`src/rtl/sram_access_ctrl.sv`:
```
// Access sequencer for one SRAM macro: bitline precharge, wordline + write drive, sense, respond.
// Optional write read-back verification is built in when SRAM_CTRL_WR_VERIFY_EN is defined.
module sram_access_ctrl #(
    parameter int COLS    = 8,
    parameter int ROWS    = 8,
    parameter int PRE_CYC = 2,
    parameter int WL_CYC  = 2,
    parameter int SAE_CYC = 1,
    localparam int AW     = (ROWS > 1) ? $clog2(ROWS) : 1
) (
    input  logic            clk,
    input  logic            rst,
    // A request transfers on a rising edge where req_valid and req_ready are both 1;
    // the requester holds req_* stable until then. rsp_valid is a one-cycle strobe, never stalled.
    input  logic            req_valid,
    output logic            req_ready,
    input  logic            req_we,
    input  logic [AW-1:0]   req_addr,
    input  logic [COLS-1:0] req_wdata,
    output logic            rsp_valid,
    output logic [COLS-1:0] rsp_rdata,
    output logic            rsp_err,
    output logic            pre_en,
    output logic [ROWS-1:0] wl,
    output logic            wr_en,
    output logic [COLS-1:0] wr_data,
    output logic            sae,
    input  logic [COLS-1:0] sa_out,
    output logic [2:0]      dbg_state
);

    typedef enum logic [2:0] {
        S_IDLE  = 3'd0,
        S_PRE   = 3'd1,
        S_ACC   = 3'd2,
        S_SENSE = 3'd3,
        S_DONE  = 3'd4
`ifdef SRAM_CTRL_WR_VERIFY_EN
        ,
        S_VPRE  = 3'd5,
        S_VACC  = 3'd6
`endif
    } state_t;

    localparam int MAXC_A = (PRE_CYC > WL_CYC) ? PRE_CYC : WL_CYC;
    localparam int MAXC   = (MAXC_A > SAE_CYC) ? MAXC_A : SAE_CYC;
    localparam int CW     = (MAXC > 1) ? $clog2(MAXC) : 1;
    localparam logic [CW-1:0] PRE_LD = CW'(PRE_CYC - 1);
    localparam logic [CW-1:0] WL_LD  = CW'(WL_CYC - 1);
    localparam logic [CW-1:0] SAE_LD = CW'(SAE_CYC - 1);

    state_t          r_state;
    state_t          w_state_nxt;
    logic [CW-1:0]   r_cnt;
    logic [CW-1:0]   w_cnt_load;
    logic            w_cnt_zero;

    logic            r_we;
    logic [AW-1:0]   r_addr;
    logic            w_addr_ok;
    logic [ROWS-1:0] w_dec;

    logic            w_req_ready;
    logic            w_pre_en;
    logic            w_wl_act;
    logic            w_wr_en;
    logic            w_sae;
    logic            w_rsp_valid;

    logic            r_req_ready;
    logic            r_pre_en;
    logic [ROWS-1:0] r_wl;
    logic            r_wr_en;
    logic            r_sae;
    logic            r_rsp_valid;
    logic [COLS-1:0] r_rsp_rdata;
    logic            r_rsp_err;
    logic [COLS-1:0] r_wr_data;

    assign w_cnt_zero = (r_cnt == '0);
    assign w_addr_ok  = (int'(r_addr) < ROWS);

    always_comb begin
        w_dec = '0;
        for (int i = 0; i < ROWS; i++) begin
            w_dec[i] = (r_addr == AW'(i));
        end
    end

    // State register with the dwell counter; the counter reloads whenever the state changes.
    always_ff @(posedge clk) begin
        if (rst) begin
            r_state <= S_IDLE;
            r_cnt   <= '0;
        end else begin
            r_state <= w_state_nxt;
            if (w_state_nxt != r_state) begin
                r_cnt <= w_cnt_load;
            end else if (!w_cnt_zero) begin
                r_cnt <= r_cnt - 1'b1;
            end
        end
    end

    always_comb begin
        w_state_nxt = r_state;
        case (r_state)
            S_IDLE:  if (req_valid) w_state_nxt = S_PRE;
            S_PRE:   if (w_cnt_zero) w_state_nxt = S_ACC;
            S_ACC: begin
                if (w_cnt_zero) begin
                    if (!r_we) begin
                        w_state_nxt = S_SENSE;
                    end else begin
`ifdef SRAM_CTRL_WR_VERIFY_EN
                        w_state_nxt = S_VPRE;
`else
                        w_state_nxt = S_DONE;
`endif
                    end
                end
            end
`ifdef SRAM_CTRL_WR_VERIFY_EN
            S_VPRE:  if (w_cnt_zero) w_state_nxt = S_VACC;
            S_VACC:  if (w_cnt_zero) w_state_nxt = S_SENSE;
`endif
            S_SENSE: if (w_cnt_zero) w_state_nxt = S_DONE;
            S_DONE:  w_state_nxt = S_IDLE;
            default: w_state_nxt = S_IDLE;
        endcase
        if (rst) w_state_nxt = S_IDLE;
    end

    // Outputs decode the upcoming state so every periphery control leaves a flop.
    always_comb begin
        w_req_ready = 1'b0;
        w_pre_en    = 1'b0;
        w_wl_act    = 1'b0;
        w_wr_en     = 1'b0;
        w_sae       = 1'b0;
        w_rsp_valid = 1'b0;
        w_cnt_load  = '0;
        case (w_state_nxt)
            S_IDLE:  w_req_ready = 1'b1;
            S_PRE: begin
                w_pre_en   = 1'b1;
                w_cnt_load = PRE_LD;
            end
            S_ACC: begin
                w_wl_act   = 1'b1;
                w_wr_en    = r_we && w_addr_ok;
                w_cnt_load = WL_LD;
            end
`ifdef SRAM_CTRL_WR_VERIFY_EN
            S_VPRE: begin
                w_pre_en   = 1'b1;
                w_cnt_load = PRE_LD;
            end
            S_VACC: begin
                w_wl_act   = 1'b1;
                w_cnt_load = WL_LD;
            end
`endif
            S_SENSE: begin
                w_wl_act   = 1'b1;
                w_sae      = 1'b1;
                w_cnt_load = SAE_LD;
            end
            S_DONE:  w_rsp_valid = 1'b1;
            default: ;
        endcase
    end

    always_ff @(posedge clk) begin
        if (rst) begin
            r_req_ready <= 1'b1;
            r_pre_en    <= 1'b0;
            r_wl        <= '0;
            r_wr_en     <= 1'b0;
            r_sae       <= 1'b0;
            r_rsp_valid <= 1'b0;
            r_rsp_rdata <= '0;
            r_rsp_err   <= 1'b0;
            r_wr_data   <= '0;
            r_we        <= 1'b0;
            r_addr      <= '0;
        end else begin
            r_req_ready <= w_req_ready;
            r_pre_en    <= w_pre_en;
            r_wl        <= w_wl_act ? w_dec : '0;
            r_wr_en     <= w_wr_en;
            r_sae       <= w_sae;
            r_rsp_valid <= w_rsp_valid;
            if (r_state == S_IDLE && req_valid) begin
                r_we      <= req_we;
                r_addr    <= req_addr;
                r_wr_data <= req_wdata;
            end
            // Sense data lands on the final SENSE edge; a write reaching SENSE is a read-back verify.
            if (r_state == S_SENSE && w_state_nxt == S_DONE) begin
                r_rsp_rdata <= w_addr_ok ? sa_out : '0;
                r_rsp_err   <= !w_addr_ok || (r_we && (sa_out != r_wr_data));
            end else if (r_state == S_ACC && w_state_nxt == S_DONE) begin
                r_rsp_rdata <= '0;
                r_rsp_err   <= !w_addr_ok;
            end
        end
    end

    assign req_ready = r_req_ready;
    assign pre_en    = r_pre_en;
    assign wl        = r_wl;
    assign wr_en     = r_wr_en;
    assign sae       = r_sae;
    assign rsp_valid = r_rsp_valid;
    assign rsp_rdata = r_rsp_rdata;
    assign rsp_err   = r_rsp_err;
    assign wr_data   = r_wr_data;
    assign dbg_state = r_state;

endmodule

```
`config.mk`:
```
export PLATFORM = sky130hd
export DESIGN_NAME = sram_access_ctrl
export DESIGN_NICKNAME = d
export VERILOG_FILES = /design/src/rtl/sram_access_ctrl.sv
export SDC_FILE = /design/constraint.sdc
export NUM_CORES = 1
export LEC_CHECK = 0
export ABC_AREA = 1
export CAP_MARGIN = 0
export CORE_ASPECT_RATIO = 1.75
export CORE_MARGIN = 8
export CORE_UTILIZATION = 39
export DETAILED_ROUTE_END_ITERATION = 6
export PLACE_DENSITY = 0.73
export SLEW_MARGIN = 25
export SYNTH_ARGS = -nofsm -noshare
export SYNTH_HDL_FRONTEND = slang
export SYNTH_SLANG_ARGS = --single-unit
```
`constraint.sdc`:
```
create_clock -name clk -period 1.2 [get_ports clk]
set_input_delay 0.18 -clock clk [delete_from_list [all_inputs] [get_ports clk]]
set_output_delay 0.18 -clock clk [all_outputs]
set_load 0.005 [all_outputs]
```
==> flow_metrics.py <==
metrics = {
    "outcome": {
        "status": "finished, violations left",
        "violations": "negative setup slack",
    },
    "drt": {
        "dr.first_iter.drc_count": 63,
        "dr_total_vias": 1519,
        "postRouteAntennaNets": 0,
        "finalWirelength_microns": 4570,
        "wl_per_cell_microns": 14.1,
        "drcViolationCount": 0,
        "drt-vias-per-instance": 4.67,
        "first_pass_iters": 4,
    },
    "timing": {
        "fin_crit_ns": 1.32,
        "fin_crit_sh": 1.10,
        "setup_slack_ns": -0.121,
        "worstMarginPinSlew_ns": 0.227,
        "max_freq_ghz": 0.757,
        "drv_slew": 0,
        "slew_headroom": 0.848,
        "finalClockSkew_ns": 0.00572,
        "finalSetupViolCount": 23,
        "holdWs_ns": 0.473,
        "rsz0062_at_grt": "true",
        "hold_viol_final": 0,
        "fin_setup_tns_ns": -1.04,
    },
    "synthesis": {
        "yosysTopAreaCell": "dfxtp_1",
        "synth_most_common_cell": "dfxtp_1",
        "synth_edf_count": 0,
        "yosysUniqueCellTypes": 21,
        "synth-seq-cells": 38,
        "synth_common_cells": "dfxtp_1, nor2_1, nand2_1, inv_1, o21ai_0",
        "synth.yosys.seq_area_share": 0.513,
        "yosys_warnings": 0,
        "avgSynthCellArea_sq_um": 8.02,
        "synth_ff_type": "dfxtp_1",
        "syn-num-nets": 208,
        "async_flop_share": 0,
        "synth_area_leaders": "dfxtp_1, nor2_1, nand2_1",
        "synthCells": 185,
        "syn-cell-area_sq_um": 1480,
        "synth_top_area_frac": 0.513,
    },
    "hold_path": {
        "min_path_type": "primary input to register",
        "hold_depth": 3,
        "min_to": "wr_data[6]",
        "hp-start": "req_wdata[6]",
    },
    "grt": {
        "grt_pass1_vias": 1555,
        "grt_pass1_wl_microns": 7360,
        "antenna_found_initial": 0,
        "grt.total_usage": 0.148,
        "grt_overflow": 0,
        "grt_max_degree": 13,
    },
    "setup_path": {
        "crit_buf_inv": 3,
        "crit_path_end_kind": "register",
        "max_stage_delay_ns": 0.36,
        "cp-start-kind": "register",
        "r2r_cells": 10,
        "crit_fanout": 5,
        "rrSetupSlack_ns": -0.12,
        "critPathKind": "register to register",
        "r2r_start": "dbg_state[1]",
        "timing.rr.end": "wl[3]",
        "cp_cell_sequence": "buf_6, inv_4, nor2_4, nand2_2, nand2_2, inv_2, nand2_4, nand2_4, or2_4, nor2_2",
        "worstPathArrival_ns": 1.55,
        "slowest_stage": "dfxtp_4",
        "cp_top_family": "simple AND/OR/NAND/NOR gates",
        "crit_required_ns": 1.43,
    },
    "clock_tree": {
        "clockBufferDepth": 2,
        "root_buffer": "clkbuf_8",
        "h-tree-depth": 2,
        "path_clk_slew_ns": 0.08,
        "cts_sinks": 38,
        "cts_buffers": 5,
        "clock_latency_ns": 0.29,
        "ctsHoldBuffers": 0,
        "tritoncts": "yes",
    },
    "pwr": {
        "p_leak_nw": 1.23,
        "power.share.sequential": 0.430,
        "p_sw_mw": 1.06,
        "internal_power_mw": 2.39,
        "p_comb_frac": 0.309,
        "p_sw_frac": 0.307,
        "fin_total_pwr_mw": 3.44,
        "powerDensity_nw_per_um2": 1350,
        "vdd_ir_drop_max_mv": 1.18,
        "pwr-share-clk": 0.261,
    },
    "placed_design": {
        "io_buffers": 55,
        "place_ws_ns": -0.304,
        "globalplace.congestion": 0.866,
        "hpwl_microns": 3180,
        "dp_cells": 309,
    },
    "final_layout": {
        "antenna_cells": 0,
        "drive_above_1_share": 0.391,
        "nFillCells": 319,
        "nNetsFinal": 301,
        "area_growth_pct": 72.1,
        "stdcell_count": 325,
    },
    "floorplan": {
        "rows": 29,
        "coreArea_sq_um": 3630,
        "ioPinCount": 56,
        "die-width_microns": 62.6,
        "die_h_microns": 97.6,
        "die-area_sq_um": 6110,
        "start_util": 0.409,
    },
    "flow_run": {
        "maxCapViolCount": 0,
    },
}
how the worst max path moves through the flow:
| stage | startpoint | to | slack [ns] | cells after the start |
|---|---|---|---|---|
| global placement | rst | rsp_rdata[0] | -0.23 | 6 |
| CTS | dbg_state[0] | wl[3] | -0.14 | 10 |
| detailed placement | rst | rsp_rdata[5] | -0.30 | 6 |
| global route | dbg_state[1] | wl[0] | -0.18 | 10 |
| floorplan | dbg_state[2] | r_cnt | 0.008 | 9 |
| finish | dbg_state[1] | wl[3] | -0.12 | 10 |
metal layers:
| layer | up-vias | share of wire | GRT usage |
|---|---|---|---|
| met2 | 47 | 0.55 | 0.282 |
| li1 | 769 | - | - |
| met5 | - | 0 | 0 |
| met3 | 10 | 0.047 | 0.0381 |
| met1 | 693 | 0.38 | 0.138 |
| met4 | 0 | 0.029 | 0.0777 |
power groups by stage:
stage                     sequential (mW)  combinational (mW)  clock (mW)
after CTS                            1.47               0.984       0.924
final                                1.48                1.07       0.898
after detailed placement             1.50               0.926           0
after global routing                 1.49                1.17       0.977
after global placement               1.50               0.918           0
after floorplan                      1.50               0.425           0
metrics by stage:
stage | cell area (sq um) | utilization
after floorplan | 1490 | -
after global placement | 2280 | 0.628
after detailed placement | 2280 | 0.628
after CTS | 2490 | 0.688
after global routing | 2550 | 0.704
final | 2550 | 0.704
cell type report:
class | count | area (sq um) | share of cell area
repair buffers | 89 | 790 | 0.309
clock inverters | 2 | 12.5 | 0.00490
inverters | 22 | 90.1 | 0.0353
clock buffers | 6 | 82.6 | 0.0323
repair inverters | 1 | 5.00 | 0.00196
well taps | 46 | 57.6 | 0.0225
flip-flops and latches | 38 | 781 | 0.306
multi-input cells | 121 | 736 | 0.288
worst reg2reg max path: stages (launching register included):
cell and delay [ns]:
dfxtp_4 0.36, buf_6 0.13, inv_4 0.05, nor2_4 0.09, nand2_2 0.06, nand2_2 0.08, inv_2 0.06, nand2_4 0.06
nand2_4 0.05, or2_4 0.25, nor2_2 0.08
cell families (layout without fill, tap and decap cells):
| kind of cell | Yosys count | after routing | share of synthesized area |
|---|---|---|---|
| xor+xnor | 5 | 5 | 0.0295 |
| flops | 38 | 38 | 0.513 |
| compound gates | 28 | 28 | 0.108 |
| buf+inv | 26 | 120 | 0.0683 |
| simple gates | 88 | 88 | 0.282 |
flip-flops by register name, summed over array words and instances (netlist names):
signal and flops:
rsp_err 1, r_addr 3, rsp_valid 1, req_ready 1
rsp_rdata 8, sae 1, r_we 1, wl 8
wr_en 1, pre_en 1, wr_data 8, r_cnt 1
dbg_state 3
layout by cell type (no fill, tap or decap), drive strengths merged:
cell type / count
inv: 22
clkbuf: 7
nand2: 36
or2: 1
nor3: 1
nand3: 5
clkinvlp: 1
clkdlybuf4s50: 22
buf: 35
nor2: 42
dlygate4sd2: 31
xnor2: 5
a21oi: 8
nand4: 3
dfxtp: 38
clkinv: 2
o21ai: 12
a22oi: 8
repair_timing:
action | CTS | global route
setup endpoints to repair | 55 | 36
pin swaps | 12 | 16
cloned | 2 | 0
setup buffers | 4 | 2
resized for setup | 75 | 28
hold endpoints to repair | 0 | 0
(Power assumes the default switching activity.)
